**src/rtl/alu_opcodes_pkg.sv**
```systemverilog
// Opcode set of the ALU under test plus the constants shared by the BIST controller:
// feedback polynomial, opcode table in package order, FSM state codes and the Galois step.
package alu_opcodes_pkg;

    typedef enum logic [4:0] {
        ALU_ADD  = 5'd1,
        ALU_SUB  = 5'd2,
        ALU_AND  = 5'd3,
        ALU_OR   = 5'd4,
        ALU_XOR  = 5'd5,
        ALU_SLL  = 5'd6,
        ALU_SRL  = 5'd7,
        ALU_SRA  = 5'd8,
        ALU_SLT  = 5'd9,
        ALU_SLTU = 5'd10
    } alu_op_e;

    localparam int unsigned ALU_BIST_NUM_OPS = 10;
    localparam int unsigned ALU_BIST_OP_W    = $clog2(ALU_BIST_NUM_OPS);
    localparam logic [31:0] ALU_BIST_POLY    = 32'h8020_0003;

    localparam logic [4:0] ALU_BIST_OPS [ALU_BIST_NUM_OPS] = '{
        ALU_ADD, ALU_SUB, ALU_AND, ALU_OR, ALU_XOR,
        ALU_SLL, ALU_SRL, ALU_SRA, ALU_SLT, ALU_SLTU
    };

    localparam logic [1:0] S_IDLE  = 2'd0;
    localparam logic [1:0] S_RUN   = 2'd1;
    localparam logic [1:0] S_CHECK = 2'd2;
    localparam logic [1:0] S_DONE  = 2'd3;

    // Left-shifting Galois step; shared by the operand LFSR and the MISR.
    function automatic logic [31:0] alu_bist_galois(input logic [31:0] v);
        return {v[30:0], 1'b0} ^ (v[31] ? ALU_BIST_POLY : 32'h0);
    endfunction

endpackage

```
**src/rtl/alu_bist_lfsr.sv**
```systemverilog
// 32-bit Galois operand generator: load reloads the seed, step advances one position.
module alu_bist_lfsr
    import alu_opcodes_pkg::*;
#(
    parameter logic [31:0] SEED = 32'hACE1_2024
) (
    input  logic        clk,
    input  logic        rst_n,
    input  logic        load,
    input  logic        step,
    output logic [31:0] state
);

    always_ff @(posedge clk or negedge rst_n) begin
        if (!rst_n) begin
            state <= '0;
        end else if (load) begin
            state <= SEED;
        end else if (step) begin
            state <= alu_bist_galois(state);
        end
    end

endmodule

```
**src/rtl/alu_bist_ctrl.sv**
```systemverilog
// Built-in self-test controller for a 32-bit ALU: sweeps every opcode with LFSR operands,
// compacts results in a MISR and compares against a golden signature. Macro ALU_BIST_FLAG_EN
// also folds the ALU comparison flag into the signature.
module alu_bist_ctrl
    import alu_opcodes_pkg::*;
#(
    parameter int unsigned VECTORS_PER_OP = 16,
    parameter logic [31:0] LFSR_SEED      = 32'hACE1_2024
) (
    input  logic        clk_i,
    input  logic        rst_ni,
    input  logic        start_i,
    input  logic [31:0] expected_sig_i,
    output logic [31:0] alu_a_o,
    output logic [31:0] alu_b_o,
    output logic [4:0]  alu_op_o,
    input  logic [31:0] alu_result_i,
    input  logic        alu_flag_i,
    output logic        busy_o,
    output logic        done_o,
    output logic        pass_o,
    output logic [31:0] signature_o,
    output logic [1:0]  state_o
);

    localparam int unsigned VEC_W = (VECTORS_PER_OP > 1) ? $clog2(VECTORS_PER_OP) : 1;

    logic [1:0]               state;
    logic [VEC_W-1:0]         vec_cnt;
    logic [ALU_BIST_OP_W-1:0] op_idx;
    logic [31:0]              misr;
    logic [31:0]              misr_next;
    logic [31:0]              lfsr;
    logic                     running;
    logic                     start_run;
    logic                     vec_last;
    logic                     run_last;

    assign running   = (state == S_RUN);
    assign start_run = start_i && ((state == S_IDLE) || (state == S_DONE));
    assign vec_last  = (vec_cnt == VEC_W'(VECTORS_PER_OP - 1));
    assign run_last  = vec_last && (op_idx == ALU_BIST_OP_W'(ALU_BIST_NUM_OPS - 1));

    alu_bist_lfsr #(
        .SEED (LFSR_SEED)
    ) u_lfsr (
        .clk   (clk_i),
        .rst_n (rst_ni),
        .load  (start_run),
        .step  (running),
        .state (lfsr)
    );

`ifdef ALU_BIST_FLAG_EN
    assign misr_next = alu_bist_galois(misr) ^ alu_result_i ^ {31'b0, alu_flag_i};
`else
    logic unused_flag;
    assign unused_flag = alu_flag_i;
    assign misr_next   = alu_bist_galois(misr) ^ alu_result_i;
`endif

    always_ff @(posedge clk_i or negedge rst_ni) begin
        if (!rst_ni) begin
            state   <= S_IDLE;
            vec_cnt <= '0;
            op_idx  <= '0;
            misr    <= '0;
            pass_o  <= 1'b0;
            done_o  <= 1'b0;
        end else begin
            case (state)
                S_IDLE, S_DONE: begin
                    if (start_i) begin
                        state   <= S_RUN;
                        vec_cnt <= '0;
                        op_idx  <= '0;
                        misr    <= '0;
                        pass_o  <= 1'b0;
                        done_o  <= 1'b0;
                    end
                end
                S_RUN: begin
                    misr    <= misr_next;
                    vec_cnt <= vec_last ? '0 : vec_cnt + 1'b1;
                    // Wrap the op index on the final vector so it never leaves the table.
                    if (run_last) begin
                        op_idx <= '0;
                        state  <= S_CHECK;
                    end else if (vec_last) begin
                        op_idx <= op_idx + 1'b1;
                    end
                end
                S_CHECK: begin
                    pass_o <= (misr == expected_sig_i);
                    done_o <= 1'b1;
                    state  <= S_DONE;
                end
                default: state <= S_IDLE;
            endcase
        end
    end

    // Operands come straight from registers and are forced to zero outside RUN.
    assign alu_a_o     = running ? lfsr : 32'h0;
    assign alu_b_o     = running ? {lfsr[15:0], lfsr[31:16]} : 32'h0;
    assign alu_op_o    = running ? ALU_BIST_OPS[op_idx] : 5'd0;
    assign busy_o      = running || (state == S_CHECK);
    assign signature_o = misr;
    assign state_o     = state;

endmodule

```
**config.mk**
```make
export PLATFORM = sky130hd
export DESIGN_NAME = alu_bist_ctrl
export DESIGN_NICKNAME = d
export VERILOG_FILES = /design/src/rtl/alu_opcodes_pkg.sv /design/src/rtl/alu_bist_lfsr.sv /design/src/rtl/alu_bist_ctrl.sv
export SDC_FILE = /design/constraint.sdc
export NUM_CORES = 1
export LEC_CHECK = 0
export ABC_CLOCK_PERIOD_IN_PS = 3560
export CORE_UTILIZATION = 46
export CTS_CLUSTER_DIAMETER = 200
export DETAILED_ROUTE_END_ITERATION = 8
export GPL_ROUTABILITY_DRIVEN = 1
export PLACE_DENSITY = 0.93
export SLEW_MARGIN = 20
export SYNTH_ARGS = -nofsm -noshare
export SYNTH_HDL_FRONTEND = slang
export SYNTH_SLANG_ARGS = --single-unit
```
**constraint.sdc**
```tcl
create_clock -name clk_i -period 3.56 [get_ports clk_i]
set_input_delay 0.712 -clock clk_i [delete_from_list [all_inputs] [get_ports clk_i]]
set_output_delay 0.712 -clock clk_i [all_outputs]
set_load 0.01 [all_outputs]
```
==> results.tsv <==
stage	metric	value	unit
outcome	status	complete, no violations	
sta	Final min period	3.317	ns
synthesis	area leader, netlist	dfrtp_1	
sta	Hold Vio Cnt, Final	0	
finish	# fillers	654	
setup_path	critical path endpoint category	output pin	
drt	met3 wire len	902	um
drt	drc violations	0	
sta	setup ws final	0.2427	ns
drt	Routed Antenna Nets	0	
synthesis	Area contributors post-synth	dfrtp_1 (47%), xnor2_1 (9.6%), buf_4 (6.1%), xor2_1 (5.4%), and2_1 (4.9%)	
clock_network	post-CTS sizing	0	
global_route	gr usage total	23.77	%
global_route	first-pass GRT wire length	16230	um
floorplan	core area	8678	sq um
pwr	Comb pwr share	54.2	%
clock_network	clk root buf	clkbuf_8	
setup_path	Reg2Reg Setup Slack	1.47	ns
global_route	vias in the first global route	3408	
floorplan	die footprint	9264	sq um
setup_path	CP max FO	25	
drt	drt via density	5.196	
place	post-DP HPWL	7905	um
drt	via count	3507	
pwr	Power Dens Cells	810.6	nW/um^2
clock_network	CTS tree	built	
clock_network	Num CTS Buffers	9	
place	pre-CTS setup slack	0.5966	ns
place	gpl congestion	0.8570	
synthesis	Seq cells post-synth	76	
synthesis	Post-Synthesis Cells	426	
clock_network	clk buf depth	2	
finish	diode count	0	
drt	average wire per standard cell	15.68	um
drt	met1 WL	4148	um
pwr	Clk pwr share	13.1	%
place	PortBufs	171	
pwr	LEAKAGE	0.002450	uW
clock_network	post-CTS setup buffers	0	
synthesis	post-synthesis sequential area ratio	46.54	%
drt	drt pass-1 iters	4	
synthesis	YS warnings	0	
sta	Slew @ Worst Pin	0.9445	ns
clock_network	# hold bufs at CTS	0	
synthesis	commonest cells in the synthesized netlist	dfrtp_1 (76), xnor2_1 (45), nand2_1 (42), o21ai_0 (38), nor2_1 (36)	
synthesis	Unique masters post-synth	34	
synthesis	Mean Syn Cell Area	9.593	sq um
synthesis	count leader, synth	dfrtp_1	
synthesis	Post-synth EDFFs	0	
run	max-cap violation count	0	
clock_network	number of H-tree levels	3	
sta	Clock Skew	0.01119	ns
sta	Rel. slew slack	37.04	%
pwr	internal power	2769	uW
finish	Layout Nets	638	
setup_path	critical path class	reg2out	
worst_hold_path	worst hold path class	reg2reg	
pwr	Flop pwr share	32.7	%
synthesis	syn_nets	502	
clock_network	clock sinks	76	
sta	RSZ-0062 raised after global routing	false	
synthesis	Post-synth ARST share	100.0	%
sta	Setup Viol. Count Final	0	
sta	fin crit share	93.18	%
global_route	Remaining Overflow, GRT	0	
clock_network	Reg clk slew, reported paths	0.09	ns
sta	setup_tns	0	ns
clock_network	clk_lat worst skew	0.36	ns
pwr	peak supply drop	0.3599	mV
synthesis	prevailing post-synth register cell	dfrtp_1	
finish	sequential cell area	1902	sq um
drt	initial DRC count	127	
setup_path	Critical Path AT	2.61	ns
pwr	Sw Share	41.50	%
synthesis	Yosys top cell area share	46.54	%
floorplan	Row Count	34	
sta	final slew viol count	0	
synthesis	mapped cell area	4086	sq um
drt	Routed WL	10580	um
floorplan	initial core utilization	47.09	%
place	Placed Cells	659	
setup_path	Required @ worst endpoint	2.85	ns
floorplan	Die H	96.25	um
finish	layout cells sized above 1	5.115	%
sta	FMAX	0.3015	GHz
finish	Area growth syn-to-layout	42.93	%
global_route	largest net degree at the start of global routing	77	
finish	fin cells	675	
floorplan	Die Wd	96.25	um
global_route	antenna violations before repair	0	
pwr	sw power	1965	uW
finish	multi-input logic area	1852	sq um
drt	WL met2	5271	um
floorplan	# IOs	174	
setup_path	Setup crit start kind	flop	
drt	Highest Signal Layer	met4	
[power groups by stage]
stage	logic (uW)	clock network [uW]	registers (uW)
2_1_floorplan	1470	0	1540
3_3_place_gp	2490	0	1530
3_5_place_dp	2580	0	1560
4_1_cts	2580	634	1550
5_1_grt	2820	675	1600
6_report	2570	618	1550
[placed cells by master (no fill, tap or decap), types with 6 or more instances in the layout]
master           instances
nand2_1                 42
a21oi_1                 23
nor2_1                  35
dfrtp_1                 76
clkdlybuf4s50_1        170
o21ai_0                 38
clkbuf_8                 9
ha_1                     8
xnor2_1                 45
buf_4                    6
a211o_1                  9
and2_1                  32
xor2_1                  25
[final cells by class]
class | instances | area share [%]
Clock inverter | 7 | 1.007
Sequential cell | 76 | 32.56
Tap cell | 108 | 2.314
Timing Repair Buffer | 176 | 29.91
Clock buffer | 9 | 2.121
Inverter | 6 | 0.3856
Multi-Input combinational cell | 293 | 31.71
[routing by layer]
metal	global-route usage [%]	up-vias
met5	0	-
met4	10.95	0
met3	7.109	19
met2	41.02	162
met1	26.93	1681
li1	-	1645
[worst paths after layout]
kind / startpoint / endpoint / cells after the start
worst min-delay path: u_lfsr.state[5] / u_lfsr.state[5] / 1
worst max-delay path: state_o[1] / alu_a_o[2] / 5
min in group asynchronous: rst_ni / u_lfsr.state[30] / 1
worst min register to register: u_lfsr.state[5] / u_lfsr.state[5] / 1
worst max register to register: state_o[0] / vec_cnt[2] / 7
max in group asynchronous: rst_ni / signature_o[16] / 1
[cells by family after synthesis]
family                   Yosys count  share of synthesized area (%)
buffers and inverters             57                          8.512
AO/OA/AOI/OAI                     82                          11.73
adder cells (fa/ha/maj)            8                          2.450
multiplexers                       4                         0.9798
other                              1                        0.09177
XOR/XNOR                          70                          15.00
flip-flops                        76                          46.54
AND/OR/NAND/NOR                  128                          14.70
[worst max-delay path, stage by stage (launching register included)]
cell and delay (ns):
dfrtp_1 0.42, inv_1 0.09, ha_1 0.60, buf_4 0.35, and2_1 0.23, clkdlybuf4s50_1 0.56
[through the flow]
stage	util, %	hold WS, ns	power [uW]	area, sq um
2_1_floorplan	-	0.4164	3011	4086
3_3_place_gp	65.20	0.4645	4016	5658
3_5_place_dp	65.20	0.4745	4138	5658
4_1_cts	67.30	0.4958	4767	5841
5_1_grt	67.30	0.5093	5088	5841
6_report	67.30	0.4950	4734	5841
[sequential cells by signal, summed over array words and instances, names as in the netlist]
register	count
vec_cnt	4
state_o	2
signature_o	32
op_idx	4
pass_o	1
u_lfsr.state	32
done_o	1
Note: power is estimated with default switching activity, not from simulation.
